## config.mk

```make
export PLATFORM = sky130hd
export DESIGN_NAME = eep_image_xfer
export DESIGN_NICKNAME = d
export VERILOG_FILES = /design/src/rtl/eep_xfer_pkg.sv /design/src/rtl/eep_image_xfer.sv
export SDC_FILE = /design/constraint.sdc
export NUM_CORES = 1
export LEC_CHECK = 0
export ABC_AREA = 1
export CAP_MARGIN = 0
export CORE_AREA = 5 5 133 135
export CTS_CLUSTER_DIAMETER = 100
export DETAILED_ROUTE_END_ITERATION = 6
export DIE_AREA = 0 0 138 140
export SYNTH_ARGS = -nofsm -noshare
export SYNTH_HDL_FRONTEND = slang
export SYNTH_SLANG_ARGS = --single-unit
```

## constraint.sdc

```tcl
create_clock -name clk -period 5.33 [get_ports clk]
set_input_delay 1.066 -clock clk [delete_from_list [all_inputs] [get_ports clk]]
set_output_delay 1.066 -clock clk [all_outputs]
set_load 0.01 [all_outputs]
```

## src/rtl/eep_xfer_pkg.sv

```systemverilog
// eep_xfer_pkg: shared state encoding and default sizes for the EEPROM image transfer block.
package eep_xfer_pkg;
    typedef enum logic [2:0] {IDLE, RD_ADDR, RD_WAIT, RD_OUT, WR_IN, WR_STROBE, FINISH} xfer_state_t;
    localparam int EEP_SIZE_DEF = 512;
    localparam int ADDR_W_DEF = 17;
    localparam int CSUM_W = 16;
endpackage

```

## src/rtl/eep_image_xfer.sv

```systemverilog
// eep_image_xfer: dumps/restores the whole EEPROM image through the peripheral's external access port.
module eep_image_xfer
    import eep_xfer_pkg::*;
#(
    parameter int EEP_SIZE = EEP_SIZE_DEF,
    parameter int ADDR_W = ADDR_W_DEF,
    parameter int READ_LAT = 1
) (
    input  logic              clk,
    input  logic              rst,
    input  logic              cmd_dump,
    input  logic              cmd_load,
    input  logic              abort,
    output logic [7:0]        out_data,
    output logic              out_valid,
    input  logic              out_ready,
    input  logic [7:0]        in_data,
    input  logic              in_valid,
    output logic              in_ready,
    output logic              busy,
    output logic              done,
    output logic              aborted,
    output logic [CSUM_W-1:0] checksum,
    output logic              cpu_hold,
    output logic [ADDR_W-1:0] ext_eep_addr,
    output logic [7:0]        ext_eep_data_in,
    output logic              ext_eep_data_wr,
    input  logic [7:0]        ext_eep_data_out,
    output logic              ext_eep_data_rd,
    output logic              ext_eep_data_en
);
    localparam int LAT_W = READ_LAT > 1 ? $clog2(READ_LAT) : 1;

    xfer_state_t state, nxt;
    logic [ADDR_W-1:0] addr;
    logic [LAT_W-1:0]  lat_cnt;
    logic              last, lat_done, start, abort_ok;

    assign last     = addr == ADDR_W'(EEP_SIZE - 1);
    assign lat_done = lat_cnt == LAT_W'(READ_LAT - 1);
    assign start    = state == IDLE && (cmd_dump || cmd_load);
    assign abort_ok = abort && busy && state != FINISH;

    assign busy            = state != IDLE;
    assign cpu_hold        = busy;
    assign ext_eep_data_en = busy;
    assign ext_eep_addr    = busy ? addr : '0;
    assign ext_eep_data_rd = state == RD_ADDR || state == RD_WAIT;
    assign ext_eep_data_wr = state == WR_STROBE;
    assign out_valid       = state == RD_OUT;
    assign in_ready        = state == WR_IN;
    assign done            = state == FINISH;

    always_ff @(posedge clk) begin
        if (rst) state <= IDLE;
        else     state <= nxt;
    end

    // Abort preempts every handshake; a strobe already on the bus still finishes its cycle.
    always_comb begin
        nxt = state;
        case (state)
            IDLE:      nxt = cmd_dump ? RD_ADDR : cmd_load ? WR_IN : IDLE;
            RD_ADDR:   nxt = abort ? FINISH : lat_done ? RD_WAIT : RD_ADDR;
            RD_WAIT:   nxt = abort ? FINISH : RD_OUT;
            RD_OUT:    nxt = abort ? FINISH : !out_ready ? RD_OUT : last ? FINISH : RD_ADDR;
            WR_IN:     nxt = abort ? FINISH : in_valid ? WR_STROBE : WR_IN;
            WR_STROBE: nxt = (abort || last) ? FINISH : WR_IN;
            FINISH:    nxt = IDLE;
            default:   nxt = IDLE;
        endcase
    end

    always_ff @(posedge clk) begin
        if (rst) begin
            addr            <= '0;
            lat_cnt         <= '0;
            checksum        <= '0;
            aborted         <= 1'b0;
            out_data        <= '0;
            ext_eep_data_in <= '0;
        end else begin
            lat_cnt <= (state == RD_ADDR && !lat_done && !abort) ? lat_cnt + 1'b1 : '0;
            if (start) begin
                addr     <= '0;
                checksum <= '0;
                aborted  <= 1'b0;
            end
            if (abort_ok) aborted <= 1'b1;
            if (state == RD_WAIT && !abort) begin
                out_data <= ext_eep_data_out;
                checksum <= checksum + CSUM_W'(ext_eep_data_out);
            end
            if (state == WR_IN && in_valid && !abort) begin
                ext_eep_data_in <= in_data;
                checksum        <= checksum + CSUM_W'(in_data);
            end
            if (((state == RD_OUT && out_ready) || state == WR_STROBE) && !abort && !last)
                addr <= addr + 1'b1;
        end
    end
endmodule

```

==> results by group, run 1 <==
Global routing
  • Antenna violations before repair: 0
  • Aggregate global-route resource usage: 0.1244
  • Grt ovf: 0
  • Pin count of the biggest net entering global routing: 33
  • Vias in the first global route: ~4000
  • First-pass GRT wire length: between 20000 and 25000 um

Floorplanning
  • # rows: 47
  • Starting Density: 0.2452
  • Core Box Area: about 0.016 sq mm
  • Die area: 0.01932 sq mm
  • Chip width: around 140 um
  • Vert. Die Dim: roughly 140 um
  • I/O Pins: 81

Power and ir drop
  • Max rail drop VDD: 0.1311 mV
  • Comb power frac: 0.400
  • Sw Pwr: around 570 uW
  • Power per Cell Area: approximately 280 mW/mm^2
  • Int Pwr: ~890 uW
  • Sequential power share: 0.332
  • Switching share of total power: 0.3902
  • Leakage: approximately 2.3 nW
  • Part of the power in the clock network: 0.268

Setup path
  • CP delay by family, top: buffers and inverters
  • CP most frequent cell: inv_1
  • CP Launch Type: input port
  • CP max FO: 32
  • CP cell instances: clkdlybuf4s50_1 > inv_1 > nand2_1 > inv_1 > o21ai_0 > a21oi_1
  • Worst Path Required: approximately 5.6 ns
  • CP arrival: around 3.5 ns
  • CP max stage delay: roughly 1.0 ns
  • Reg2reg setup slack: 3.18 ns
  • WS Path Type: in -> reg
  • Buffers and inverters on the worst path: 3
  • CP max stage cell: inv_1
  • Crit. End Element: flip-flop

Placed design
  • IO Port Bufs: 80
  • Cells after DPL: around 930
  • Final RePlAce weighted congestion: ~0.91
  • Post-DP HPWL: around 9500 um

Logic synthesis
  • Post-synth top area share: 0.2697
  • Seq/Total Area, Yosys: 0.2697
  • Synth top area cells: dfxtp_1, nand2_1, nor2_1
  • Syn nets: 689
  • Synth async-reset ratio: 0
  • Leading area contributor after synthesis: dfxtp_1
  • Dominant synthesized flop cell: dfxtp_1
  • Most frequent cell after synthesis: nand2_1
  • Post-synth EDFFs: 0
  • Mean Syn Cell Area: approximately 6.2 sq um
  • Commonest cells post-synth: nand2_1, nor2_1, inv_1
  • Mapped cell area: ~0.0040 sq mm
  • Flops & latches, synth: 54
  • Synth Instances: about 650
  • Synth warn: 0
  • Netlist cell types: 47

Timing
  • Final Max Tran Viols: 0
  • Slew HR: 0.2987
  • Period minus WS final: 3.244 ns
  • Worst-Margin Slew: about 1.1 ns
  • Setup TNS: 0 ns
  • Final setup fails: 0
  • Setup Skew: roughly 0.0068 ns
  • Max Freq: 308.3 MHz
  • Final Hold Viols: 0
  • RSZ-0062 raised after global routing: no
  • Final Cycle Share: 0.6086

Route
  • WL final: about 12000 um
  • DRT met1 WL: approximately 5800 um
  • Max layer used: met4
  • Met3 routed WL: between 500 and 600 um
  • DR DRC count: 0
  • Pre-antenna DRT Iters: 5
  • Antenna Nets Post-Route: 0
  • Starting DRC count in detailed routing: approximately 330
  • Met2 wire length: 5597 um
  • Vias post-DR: between 4000 and 5000
  • Via/cell ratio: approximately 4.4
  • Avg WL per Cell: between 10 and 15 um

Clock tree
  • Skew-Pair Late Insertion Delay: 0.29 ns
  • Post-CTS resize count: 0
  • Setup Fix Bufs, Post-CTS: 0
  • Clock tree buffer depth: 2
  • Clock Tree Root: clkbuf_16
  • Clk slew on worst S/H paths: around 0.080 ns
  • TritonCTS Buffers: 5
  • H-tree level count: 2
  • Hold_buf cts: 0
  • CTS tree: built
  • Clk sinks: 54

Flow run
  • Max Cap Violations: 0

Final layout
  • ANT cells: 0
  • Area Overhead vs Synth: 28.28%
  • Fill count: roughly 1900
  • Layout cells sized above 1: 0.06844
  • Register Area: between 0.001 and 0.0015 sq mm
  • Post-route insts no fill: 936
  • Layout Nets: between 700 and 800
  • Multi-input gate area: about 0.0024 sq mm

Run status
  • Status: complete, no violations

Worst hold path
  • Hold/Removal Path Class: reg -> reg
==> power groups by stage <==
stage	Clock [mW]	Combinational [mW]	Sequential [mW]
finish	0.389	0.582	0.482
global route	0.416	0.649	0.489
CTS	0.400	0.592	0.482
detailed placement	0	0.590	0.491
global placement	0	0.588	0.492
floorplan	0	0.385	0.493
==> kinds of logic after synthesis <==
group,count (synthesis),share of synthesized area
simple gates,362,0.4042
buf+inv,113,0.1192
compound gates,94,0.1342
flops,54,0.2697
fa+ha+maj,19,0.06305
xor+xnor,4,0.008738
other cells,1,0.0009354
==> sequential cells by signal, summed over array words and instances (netlist names) <==
name and count:
addr 17, checksum 16, ext_eep_data_in 8, out_data 8, state 3, aborted 1
lat_cnt 1
==> placed cells by master, fill, tap and decap left out, types with 7 or more instances in the layout <==
| master | count |
|---|---|
| inv_1 | 85 |
| a21oi_1 | 36 |
| dfxtp_1 | 54 |
| nand2_1 | 173 |
| nand3_1 | 50 |
| o21ai_0 | 35 |
| ha_1 | 17 |
| clkdlybuf4s50_1 | 80 |
| nand3_2 | 7 |
| nor2_1 | 95 |
==> worst paths after layout <==
check	from	end	cells past startpoint
worst min register to register	aborted$_SDFFE_PP0P_	aborted$_SDFFE_PP0P_	2
worst max register to register	state[1]$_SDFF_PP0_	checksum[7]$_SDFFE_PP0P_	11
worst min-delay path	aborted$_SDFFE_PP0P_	aborted$_SDFFE_PP0P_	2
worst max-delay path	rst	addr[11]$_SDFFE_PP0P_	6
==> worst min-delay path: stages, from the launching register on <==
cell	delay (ns)
dfxtp_1	0.31
nand2_1	0.06
a21oi_1	0.05
==> per-stage QoR <==
stage	total power, mW	setup WS (ns)	area [sq um]	utilization	hold slack (ns)
3_5_place_dp	1.081	1.755	4969	0.3039	0.4556
4_1_cts	1.474	2.030	5142	0.3146	0.4662
3_3_place_gp	1.080	1.801	4969	0.3039	0.4621
5_1_grt	1.554	1.876	5142	0.3146	0.5207
2_1_floorplan	0.8787	2.851	4009	-	0.4560
6_report	1.453	2.086	5142	0.3146	0.4660
==> layout make-up <==
cell class              count  share of cell area
multi-input cells         480              0.4764
flip-flops and latches     54              0.2102
repair buffers             80              0.1557
inverters                  94             0.07032
well taps                 220             0.05353
clock buffers               5             0.02433
clock inverters             3            0.009489
==> per-layer routing <==
metal  GRT usage  vias up
met1      0.1624     1859
met5           0        -
li1            -     2193
met2      0.2151       88
met3     0.02045        9
met4     0.03016        0
(Power assumes the default switching activity.)
==> inputs of run 2 (changes only) <==
clock period = 2.9 ns   (was 5.33 ns; I/O delays follow)
==> run 2 against run 1 <==
Against the previous run:
- sequential share of layout area fell by 0.11 points
- global-route usage is 0.26 points higher
- combinational power is 87% higher
- register-to-register slack worse by 2.2 ns
- critical path type is now reg -> out
- first-iteration DRC count shrank 36%
- via count is 0.92% higher
- largest cell class unchanged
==> results by group, run 2 (synthesized netlist as in run 1, its figures left out) <==
Floorplanning
  • Chip width: 138 um (unchanged)
  • Starting Density: 0.2452 (unchanged)
  • Die area: 0.01932 sq mm (unchanged)
  • I/O Pins: 81 (unchanged)
  • # rows: 47 (unchanged)
  • Vert. Die Dim: 140 um (unchanged)
  • Core Box Area: 0.01635 sq mm (unchanged)

Final layout
  • Area Overhead vs Synth: 28.96%
  • Most frequent cells in the layout: nand2_1, nor2_1, inv_1, clkdlybuf4s50_1, dfxtp_1
  • Final Util: 0.3162 (+0.001684)
  • Max reg flops: 17 (unchanged)
  • Layout cells sized above 1: 0.07618 (+0.007742)
  • ANT cells: 0 (unchanged)
  • Largest Register: addr
  • Layout Nets: 763 (+0.79%)
  • Fill count: 1836 (-1.1%)
  • Top Registers: addr: 17 flops, checksum: 16 flops
  • Most common cell after layout, fill and taps aside: nand2_1

Timing
  • Setup Skew: 0.004790 ns (-0.001998 ns)
  • Final Max Tran Viols: 0 (unchanged)
  • Worst hold margin: 0.4679 ns (+0.001893 ns)
  • Final Hold Viols: 0 (unchanged)
  • Setup TNS: 0 ns (unchanged)
  • Final Cycle Share: 0.8627
  • RSZ-0062 raised after global routing: no
  • Final setup fails: 0 (unchanged)
  • Max Freq: 399.7 MHz
  • Period minus WS final: 2.502 ns

Placed design
  • Post-DP HPWL: 9596 um (+0.69%)
  • IO Port Bufs: 80 (unchanged)
  • Final RePlAce weighted congestion: 0.9230 (+1.4%)

Power and ir drop
  • Max rail drop VDD: 0.3540 mV (+170%)
  • Power per Cell Area: 508.6 mW/mm^2 (+80%)
  • Leakage: 2.317 nW (+1.0%)
  • Final Power: 2.629 mW (+81%)

Route
  • Pre-antenna DRT Iters: 5 (unchanged)
  • Via/cell ratio: 4.445 (+0.27%)
  • Antenna Nets Post-Route: 0 (unchanged)
  • Vias post-DR: 4187 (+0.92%)
  • Avg WL per Cell: 13.04 um (+0.63%)
  • Starting DRC count in detailed routing: 209 (-36%)
  • WL final: 12290 um (+1.3%)
  • DR DRC count: 0 (unchanged)

Global routing
  • Aggregate global-route resource usage: 0.1270 (+0.002550)
  • Antenna violations before repair: 0 (unchanged)
  • Vias in the first global route: 3885 (-3.1%)
  • Grt ovf: 0 (unchanged)
  • First-pass GRT wire length: 20130 um (+0.24%)
  • Pin count of the biggest net entering global routing: 29 (-12%)

Clock tree
  • Skew-Pair Late Insertion Delay: 0.30 ns (about the same)
  • CTS tree: built
  • Clock tree buffer depth: 2 (unchanged)
  • TritonCTS Buffers: 5 (unchanged)
  • Clk slew on worst S/H paths: 0.08 ns (about the same)
  • Clk sinks: 54 (unchanged)
  • Clock Tree Root: clkbuf_16
  • H-tree level count: 2 (unchanged)
  • Hold_buf cts: 0 (unchanged)
  • Setup Fix Bufs, Post-CTS: 0 (unchanged)
  • Post-CTS resize count: 0 (unchanged)

Run status
  • Status: complete, no violations

Setup path
  • CP delay by family, top: buffers and inverters
  • Worst Path Required: 2.32 ns (-3.24 ns)
  • CP max stage delay: 0.55 ns (-0.46 ns)
  • Crit. End Element: output pin
  • RR Endpoint: checksum[7]$_SDFFE_PP0P_
  • WS Path Type: reg -> out
  • CP Launch Type: flip-flop
  • Reg2reg path depth: 10 (-1)
  • CP cell instances: inv_4 > nor3_1 > inv_1 > nand2_1 > clkdlybuf4s50_1
  • CP arrival: 1.92 ns (-1.55 ns)
  • Reg2reg setup slack: 0.95 ns (-2.23 ns)
  • CP max stage cell: clkdlybuf4s50_1
  • CP max FO: 6 (-81%)
  • Buffers and inverters on the worst path: 3 (unchanged)
  • R2r startpoint: checksum[5]$_SDFFE_PP0P_

Worst hold path
  • Hold/Removal Path Class: reg -> reg
  • Hold path startpoint: aborted$_SDFFE_PP0P_
  • Worst Hold Path Cells: 2 (unchanged)
  • Worst Hold Path EP: aborted$_SDFFE_PP0P_

Flow run
  • Max Cap Violations: 0 (unchanged)
[run 2: changes by cell type in the layout (fill, tap and decap cells not counted)]
cell,before,now
clkinv_4,0,2
bufinv_16,1,0
buf_4,0,6
clkbuf_8,0,1
clkinvlp_4,1,0
inv_8,1,0
[run 2: layout make-up]
cell class	instances	area, sq um	share of cell area
Multi-Input combinational cell	480	2450	0.4739
Sequential cell	54	1081	0.2091
Timing Repair Buffer	86	845.8	0.1636
Inverter	94	361.6	0.06994
Tap cell	220	275.3	0.05324
Clock buffer	6	138.9	0.02686
Clock inverter	2	17.52	0.003388
[run 2: through the flow]
step | worst slack, ns | area [sq um] | std cells
2_1_floorplan | 0.9073 | 4009 | 647
3_3_place_gp | 0.3329 | 5014 | 934
3_5_place_dp | 0.2917 | 5014 | 934
4_1_cts | 0.3655 | 5170 | 942
5_1_grt | 0.2567 | 5170 | 942
6_report | 0.3982 | 5170 | 942
[run 2: how the worst max path moves through the flow]
stage / startpoint / endpoint / slack [ns] / depth (start not counted)
after floorplan: ext_eep_data_out[2] / checksum[5]$_SDFFE_PP0P_ / 0.91 / 9
after global placement: in_data[0] / checksum[14]$_SDFFE_PP0P_ / 0.33 / 14
after detailed placement: in_data[0] / checksum[14]$_SDFFE_PP0P_ / 0.29 / 14
after CTS: state[0]$_SDFF_PP0_ / ext_eep_addr[4] / 0.37 / 5
after global routing: state[0]$_SDFF_PP0_ / ext_eep_addr[7] / 0.26 / 5
final: state[0]$_SDFF_PP0_ / ext_eep_data_rd / 0.40 / 5
[run 2: worst reg2reg max path, cell delays in order (launching register included)]
cell     delay (ns)
dfxtp_1        0.44
ha_1           0.33
nand2_1        0.14
inv_1          0.05
a21oi_1        0.22
nand2_1        0.15
or2_2          0.30
nand3_1        0.07
nand3_1        0.07
nand2_1        0.06
inv_1          0.04
[run 2: power by group]
part / switching, mW / total [mW] / internal [mW]
combinational: 0.673 / 1.09 / 0.416
clock: 0.310 / 0.658 / 0.348
sequential: 0.0733 / 0.883 / 0.809
[run 2: layer usage]
| layer | GRT usage | wire (um) |
|---|---|---|
| met5 | 0 | 0 |
| met4 | 0.03224 | 143 |
| met3 | 0.02624 | 561 |
| met2 | 0.2169 | 5902 |
| met1 | 0.1639 | 5681 |
